**src/rtl/w1_acc9.sv**
```systemverilog
// Sums WIN consecutive accepted i_w1 samples into o_sum; 1-cycle latency, o_valid pulses on the edge capturing sample WIN.
// No backpressure: every i_valid cycle is consumed; i_clr aborts the open window and wins over i_valid.
module w1_acc9 #(
   parameter int WIN = 9
) (
   input  logic        clk,
   input  logic        rst,
   input  logic        i_valid,
   input  logic [9:0]  i_w1,
   input  logic        i_clr,
   output logic [13:0] o_sum,
   output logic        o_valid,
   output logic [3:0]  o_cnt
);

   typedef enum logic {ACC, LAST} state_t;

   localparam logic [3:0] LAST_CNT = 4'(WIN - 1);

   state_t      state, state_nxt;
   logic [13:0] acc, acc_nxt;
   logic [3:0]  cnt, cnt_nxt;
   logic [13:0] sum_nxt;
   logic        vld_nxt;
   logic [13:0] add_res;

   assign add_res = acc + {4'b0000, i_w1};
   assign o_cnt   = cnt;

   always_ff @(posedge clk or posedge rst) begin
      if (rst) begin
         state   <= ACC;
         acc     <= '0;
         cnt     <= '0;
         o_sum   <= '0;
         o_valid <= 1'b0;
      end else begin
         state   <= state_nxt;
         acc     <= acc_nxt;
         cnt     <= cnt_nxt;
         o_sum   <= sum_nxt;
         o_valid <= vld_nxt;
      end
   end

   always_comb begin
      state_nxt = state;
      acc_nxt   = acc;
      cnt_nxt   = cnt;
      sum_nxt   = o_sum;
      vld_nxt   = 1'b0;
      if (i_clr) begin
         // Abort drops any sample offered alongside it, even the closing one.
         state_nxt = ACC;
         acc_nxt   = '0;
         cnt_nxt   = '0;
      end else if (i_valid) begin
         case (state)
            ACC: begin
               acc_nxt = add_res;
               cnt_nxt = cnt + 4'd1;
               if (cnt + 4'd1 == LAST_CNT) state_nxt = LAST;
            end
            LAST: begin
               sum_nxt   = add_res;
               vld_nxt   = 1'b1;
               acc_nxt   = '0;
               cnt_nxt   = '0;
               state_nxt = ACC;
            end
            default: state_nxt = ACC;
         endcase
      end
   end

endmodule

```
**config.mk**
```make
export PLATFORM = sky130hd
export DESIGN_NAME = w1_acc9
export DESIGN_NICKNAME = d
export VERILOG_FILES = /design/src/rtl/w1_acc9.sv
export SDC_FILE = /design/constraint.sdc
export NUM_CORES = 1
export LEC_CHECK = 0
export BUFFER_PORTS_ARGS = -buffer_cell sky130_fd_sc_hd__buf_2
export CORE_UTILIZATION = 40
export DETAILED_ROUTE_END_ITERATION = 10
export SLEW_MARGIN = 0
export SYNTH_ARGS = -nofsm -noshare
export SYNTH_HDL_FRONTEND = slang
export SYNTH_SLANG_ARGS = --single-unit
```
**constraint.sdc**
```tcl
create_clock -name clk -period 2.4 [get_ports clk]
set_input_delay 0.36 -clock clk [delete_from_list [all_inputs] [get_ports clk]]
set_output_delay 0.36 -clock clk [all_outputs]
set_load 0.01 [all_outputs]
```
=== After elaboration in Yosys (flattened, before gate mapping) ===
Index checks and enable logic that the tools add are counted.

* Memory bits (writable): 0
* Input port bits: 14
* Logic and storage cells: 25
* Bits in latches: 0
* Register bits: 34
* Output and inout bits: 19
* Memories kept: 0
* ROM bits: 0

* Reduce and logical (&&, ||, !) cells: 2
* Multiplexer cells: 13
* Equal/unequal tests: 1
* Div/mod/pow operators: 0
* $lt $le $gt $ge: 0
* Bitwise gates (word level): 2
* Add/sub/neg operators: 2
* Multipliers: 0
* Shift operators: 0

{| class="wikitable"
|+ Operator list
! operator !! number
|-
| $mux 14 || 2
|-
| $pmux 14 s2 || 1
|-
| $add 14x10->14 || 1
|-
| $mux 4 || 2
|-
| $pmux 4 s2 || 1
|-
| $mux 1 || 6
|-
| $add 4x1->4 const B || 1
|-
| $eq 4x4->1 const B || 1
|-
| $reduce_and 3->1 || 1
|-
| $not 1->1 || 2
|-
| $pmux 1 s2 || 1
|-
| $reduce_bool 2->1 || 1
|}

=== Longest topological paths before layout ===
* Depth after elaboration: 6
* Mapped depth: 7
* Mapped depth without buffers: 7

=== Least setup slack after synthesis ===
OpenSTA, ideal clock, no wires.

* Kind: input port to flip-flop
* Start: input i_w1[0]
* End: register acc[12]
* Library setup time: 129 ps
* Arrival time: 1,926 ps
* Required time: 2,271 ps
* Path buffers: 0
* Setup slack: 345 ps
* Stages on the path: 7
* Path through: ha_1 > fa_1 > a21o_1 > a21o_1 > a221oi_4 > or4_1 > nand3_1

* Word-level cells in the longest chain between the ends: 4

{| class="wikitable"
|+ Ends and longest elaborated chain
! item !! line !! text
|-
| from (decl) || 9 || <nowiki>input logic [9:0] i_w1,</nowiki>
|-
| $add 14x10->14 || 27 || <nowiki>assign add_res = acc + {4'b0000, i_w1};</nowiki>
|-
| $pmux 14 s2 || 58 || <nowiki>case (state)</nowiki>
|-
| $mux 14 || 57 || <nowiki>end else if (i_valid) begin</nowiki>
|-
| $mux 14 || 52 || <nowiki>if (i_clr) begin</nowiki>
|-
| to (signal assigned) || 39 || <nowiki>acc <= acc_nxt;</nowiki>
|-
| to (decl) || 21 || <nowiki>logic [13:0] acc, acc_nxt;</nowiki>
|}

Every way passes these cells. The select of a mux whose other input is x is not followed.
A chain may end at the register's enable or synchronous reset.

=== Worst setup path in the final report ===
* Start: register acc[0]
* End: register o_sum[12]

* Word-level cells in the longest chain between the ends: 1

{| class="wikitable"
|+ Ends and longest elaborated chain
! item !! line !! text
|-
| $add 14x10->14 || 27 ||
|-
| to (signal assigned) || 41 || <nowiki>o_sum <= sum_nxt;</nowiki>
|-
| to (decl) || 11 || <nowiki>output logic [13:0] o_sum,</nowiki>
|}

Every way passes these cells.

==> run summary <==
The longest clock path from root to sink contains 2 buffers. Setup violations remaining at the end of the flow were counted as 0. Cells fill 50.3% of the core in the end.

The main combinational cell family by area after synthesis is compound AO/OA/AOI/OAI gates. Area share of fa/ha/maj cells after synthesis: 8.97%. The number of enable-type register cells in the synthesized netlist is 0, and the worst-case register-to-register setup slack is 0.24 ns. In this run the static leakage power is 1.13 nW. The effective utilization at floorplan was 42.7%.

The count of buffers from port buffering is 32. In this run the remaining antenna-violating nets after routing total 0. The logs give 0 ns for the final total negative setup slack and 35 for the pin count of the biggest net entering global routing. Most common flop cell mapped by yosys: sky130_fd_sc_hd__dfrtp_1.

TritonCTS built the clock tree. The sort of element at the start of the critical path was a register. The synthesized netlist devotes 23.7% of its cell area to compound gates. After floorplanning, the core was divided into 24 placement rows. Cell chosen for the clock root: sky130_fd_sc_hd__clkbuf_8. The violation count after the first detailed-routing iteration is 56. The synthesized netlist contains 45 unique library cells. The number of gates resized after CTS was 0. The logs give 2140 µm² for the instance area at placement and 0 for the warning count from the yosys run.

The synthesized netlist devotes 16.5% of its cell area to simple gates. The worst setup skew after layout was 0.00677 ns; the post-synthesis share of cell area spent on xor and xnor gates was 4.15%. Post-layout instance count excluding filler cells: 285. Across every metal layer, demand over resource in global routing totals 17.6%.

Of the available clock period, the critical path in the final layout requires 90.0%. For this run the aggregate overflow at the end of global routing stands at 0. The post-synthesis register bit count came out at 34. The pre-antenna-repair detailed-routing pass consisted of 6 iterations. The tools report the number of antenna violations at the first check in global routing as 0. The total clock sinks came out at 34. The post-placement cell count came out at 277.

The average instance in the mapped netlist occupies 9.83 µm². The number of failing hold endpoints at the final stage is 0, and the transition time at the pin with the least slew margin is 0.477 ns. The worst path needs 2.16 ns of the cycle, external delays included.

Worst hold-check path type: input pin to asynchronous set/reset pin. For the worst-skew pair, the clock arrives at the later sink with an insertion delay of 0.28 ns. In this run the cell area of the synthesized design comes to 1900 µm². The critical path goes through ha_1 -> fa_1 -> a21o_1 -> a21o_1 -> a221oi_4 -> or3_1 -> a31oi_1. For the worst hold-check slack, the log shows 0.160 ns.

The share of post-route cells with drive strength above 1 came out at 23.2%. The run finished with clean final reports. 33 I/O pins were placed. Static timing analysis puts the maximum clock frequency at 463 MHz.

The final number of max-transition violations was 0. Dividing the detail-routed wire length by the instance count gives 14.0 µm. The area added between synthesis and finish was 17.8%; the total die area was 5020 µm².

For the worst path arrival time, the log shows 2.32 ns. CTS built an H-tree with a depth of 2. The launch point of the worst reg-to-reg path was acc[0]$_DFFE_PP0P_. The critical path contains buffers and inverters numbering 0 combined. Setup repair after global routing left no endpoint under its margin. The total wire length after detailed routing came out at 4.00 mm.

For the worst voltage drop across the vdd grid, the log shows 0.000261 V. The chip width was 70.9 µm; the sequential-to-total area share from yosys stat was 44.8%. The standard cell with the maximum stage delay on the critical path was sky130_fd_sc_hd__fa_1. The endpoint identified for the worst register-to-register timing path is o_sum[12]$_DFFE_PP0P_. The number of hold buffers added after CTS was 0. The total number of vias is 1552. In this run the standard cell core region covers 4440 µm². In the layout the commonest cells are sky130_fd_sc_hd__nand2_1 (34), sky130_fd_sc_hd__dfrtp_1 (34), sky130_fd_sc_hd__buf_2 (32). The run gives 220 as the number of nets produced by synthesis.

For the via count of the first global-routing pass, the log shows 1475. Dividing total power by cell area gives a power density of 616 nW/µm². Once the clock tree was built, the setup fixing pass inserted 0 buffers. On the worst path, the slowest cell contributes a delay of 0.40 ns.

In this run, CTS created clock tree buffers numbering 5. Cell with the most instances on the worst path: sky130_fd_sc_hd__a21o_1. For this run, design rule violations remaining after detail routing come to 0.

Counting flops with an async set or reset pin after synthesis yields a share of 100%. Max-cap violations in this run came to 0. The required time at the endpoint of the critical path came out at 2.56 ns.

Clock-pin slew on the worst setup and hold paths: 0.08 ns. Along the worst path, the maximum fanout reaches 7. The type of the worst setup path is register to register. Critical path's top delay family: compound AO/OA/AOI/OAI gates. The first global-routing pass estimated 6.96 mm of wire. Using the TritonRoute via totals, the vias-per-cell ratio works out to 5.45. The synthesized instance count is 193. The number of cells on the worst reg-to-reg path is 7.

Measured against its own limit, the worst slew margin works out to 68.1%. 0 antenna diodes ended up in the layout. In the final design database the tool counted 259 nets. After legalization and detailed placement, the total HPWL measured 2.92 mm. The mux contribution to synthesized area was 0%; the cell area after layout was 2240 µm². The floorplan step set the die height to 70.9 µm. The worst setup path is captured at a register. The tools report the weighted congestion reported at the end of routability-driven placement as 0.803.
==> metrics by stage <==
step	setup slack (ns)	power [mW]
4_1_cts	0.215	1.39
3_3_place_gp	0.136	0.941
5_1_grt	0.0654	1.46
6_report	0.239	1.38
2_1_floorplan	0.345	0.866
3_5_place_dp	0.134	0.943
==> kinds of logic after synthesis <==
kind of cell,Yosys count
adders and majority gates,13
DFF,34
xor gates and xnor gates,9
buffers and inverters,9
AOI/OAI and AO/OA,64
and+or+nand+nor,64
==> flip-flops by register name, summed over array words and instances (netlist names) <==
register and flops:
state 1, o_cnt 4, o_sum 14, o_valid 1
acc 14
==> worst register-to-register path: cells and delay by family, from the launching register on <==
kind                       cells  cell delay, ns
and+or+nand+nor                1            0.16
AOI/OAI and AO/OA              4            0.88
DFF                            1            0.39
adders and majority gates      2            0.61
==> layout make-up <==
| cell class | instances | area (µm²) |
|---|---|---|
| Fill cell | 448 | 2210 |
| Multi-Input combinational cell | 150 | 1010 |
| Tap cell | 52 | 65.1 |
| Clock buffer | 6 | 82.6 |
| Inverter | 4 | 15.0 |
| Sequential cell | 34 | 851 |
| Clock inverter | 2 | 12.5 |
| Timing Repair Buffer | 37 | 198 |
==> power breakdown <==
group          leakage, nW  switching [mW]  total (mW)  internal, mW
clock network       0.0472           0.215       0.445         0.231
registers            0.467          0.0200       0.620         0.600
logic                0.611           0.185       0.313         0.128
total                 1.13           0.420        1.38         0.958
==> layer usage <==
metal | GRT usage (%) | share of wire (%) | routed length, µm | up-vias
li1 | - | - | - | 789
met4 | 4.67 | 0.42 | 17 | 0
met5 | 0 | 0 | 0 | -
met1 | 24.4 | 51 | 2050 | 731
met2 | 27.6 | 45 | 1800 | 30
met3 | 4.56 | 3.2 | 128 | 2
==> cell usage after synthesis (all sizes together), types with 4 or more instances <==
library cell  count  area (µm²)
clkbuf            4        15.0
inv               4        15.0
dfrtp            34         851
a21oi             8        43.8
nand3             7        35.0
o31ai             5        37.5
nand2            34         128
o21ai            23         115
xnor2             6        52.6
ha               12         150
a21o              9        67.6
nor2              6        22.5
==> worst max-delay path by stage <==
stage,depth (start not counted),to,slack (ns),start
global placement,8,o_sum[12]$_DFFE_PP0P_,0.14,i_w1[0]
CTS,7,o_sum[12]$_DFFE_PP0P_,0.22,acc[0]$_DFFE_PP0P_
finish,7,o_sum[12]$_DFFE_PP0P_,0.24,acc[0]$_DFFE_PP0P_
detailed placement,8,o_sum[12]$_DFFE_PP0P_,0.13,i_w1[0]
global route,7,acc[8]$_DFFE_PP0P_,0.07,acc[0]$_DFFE_PP0P_
floorplan,7,acc[12]$_DFFE_PP0P_,0.34,i_w1[0]
(Power assumes the default switching activity.)
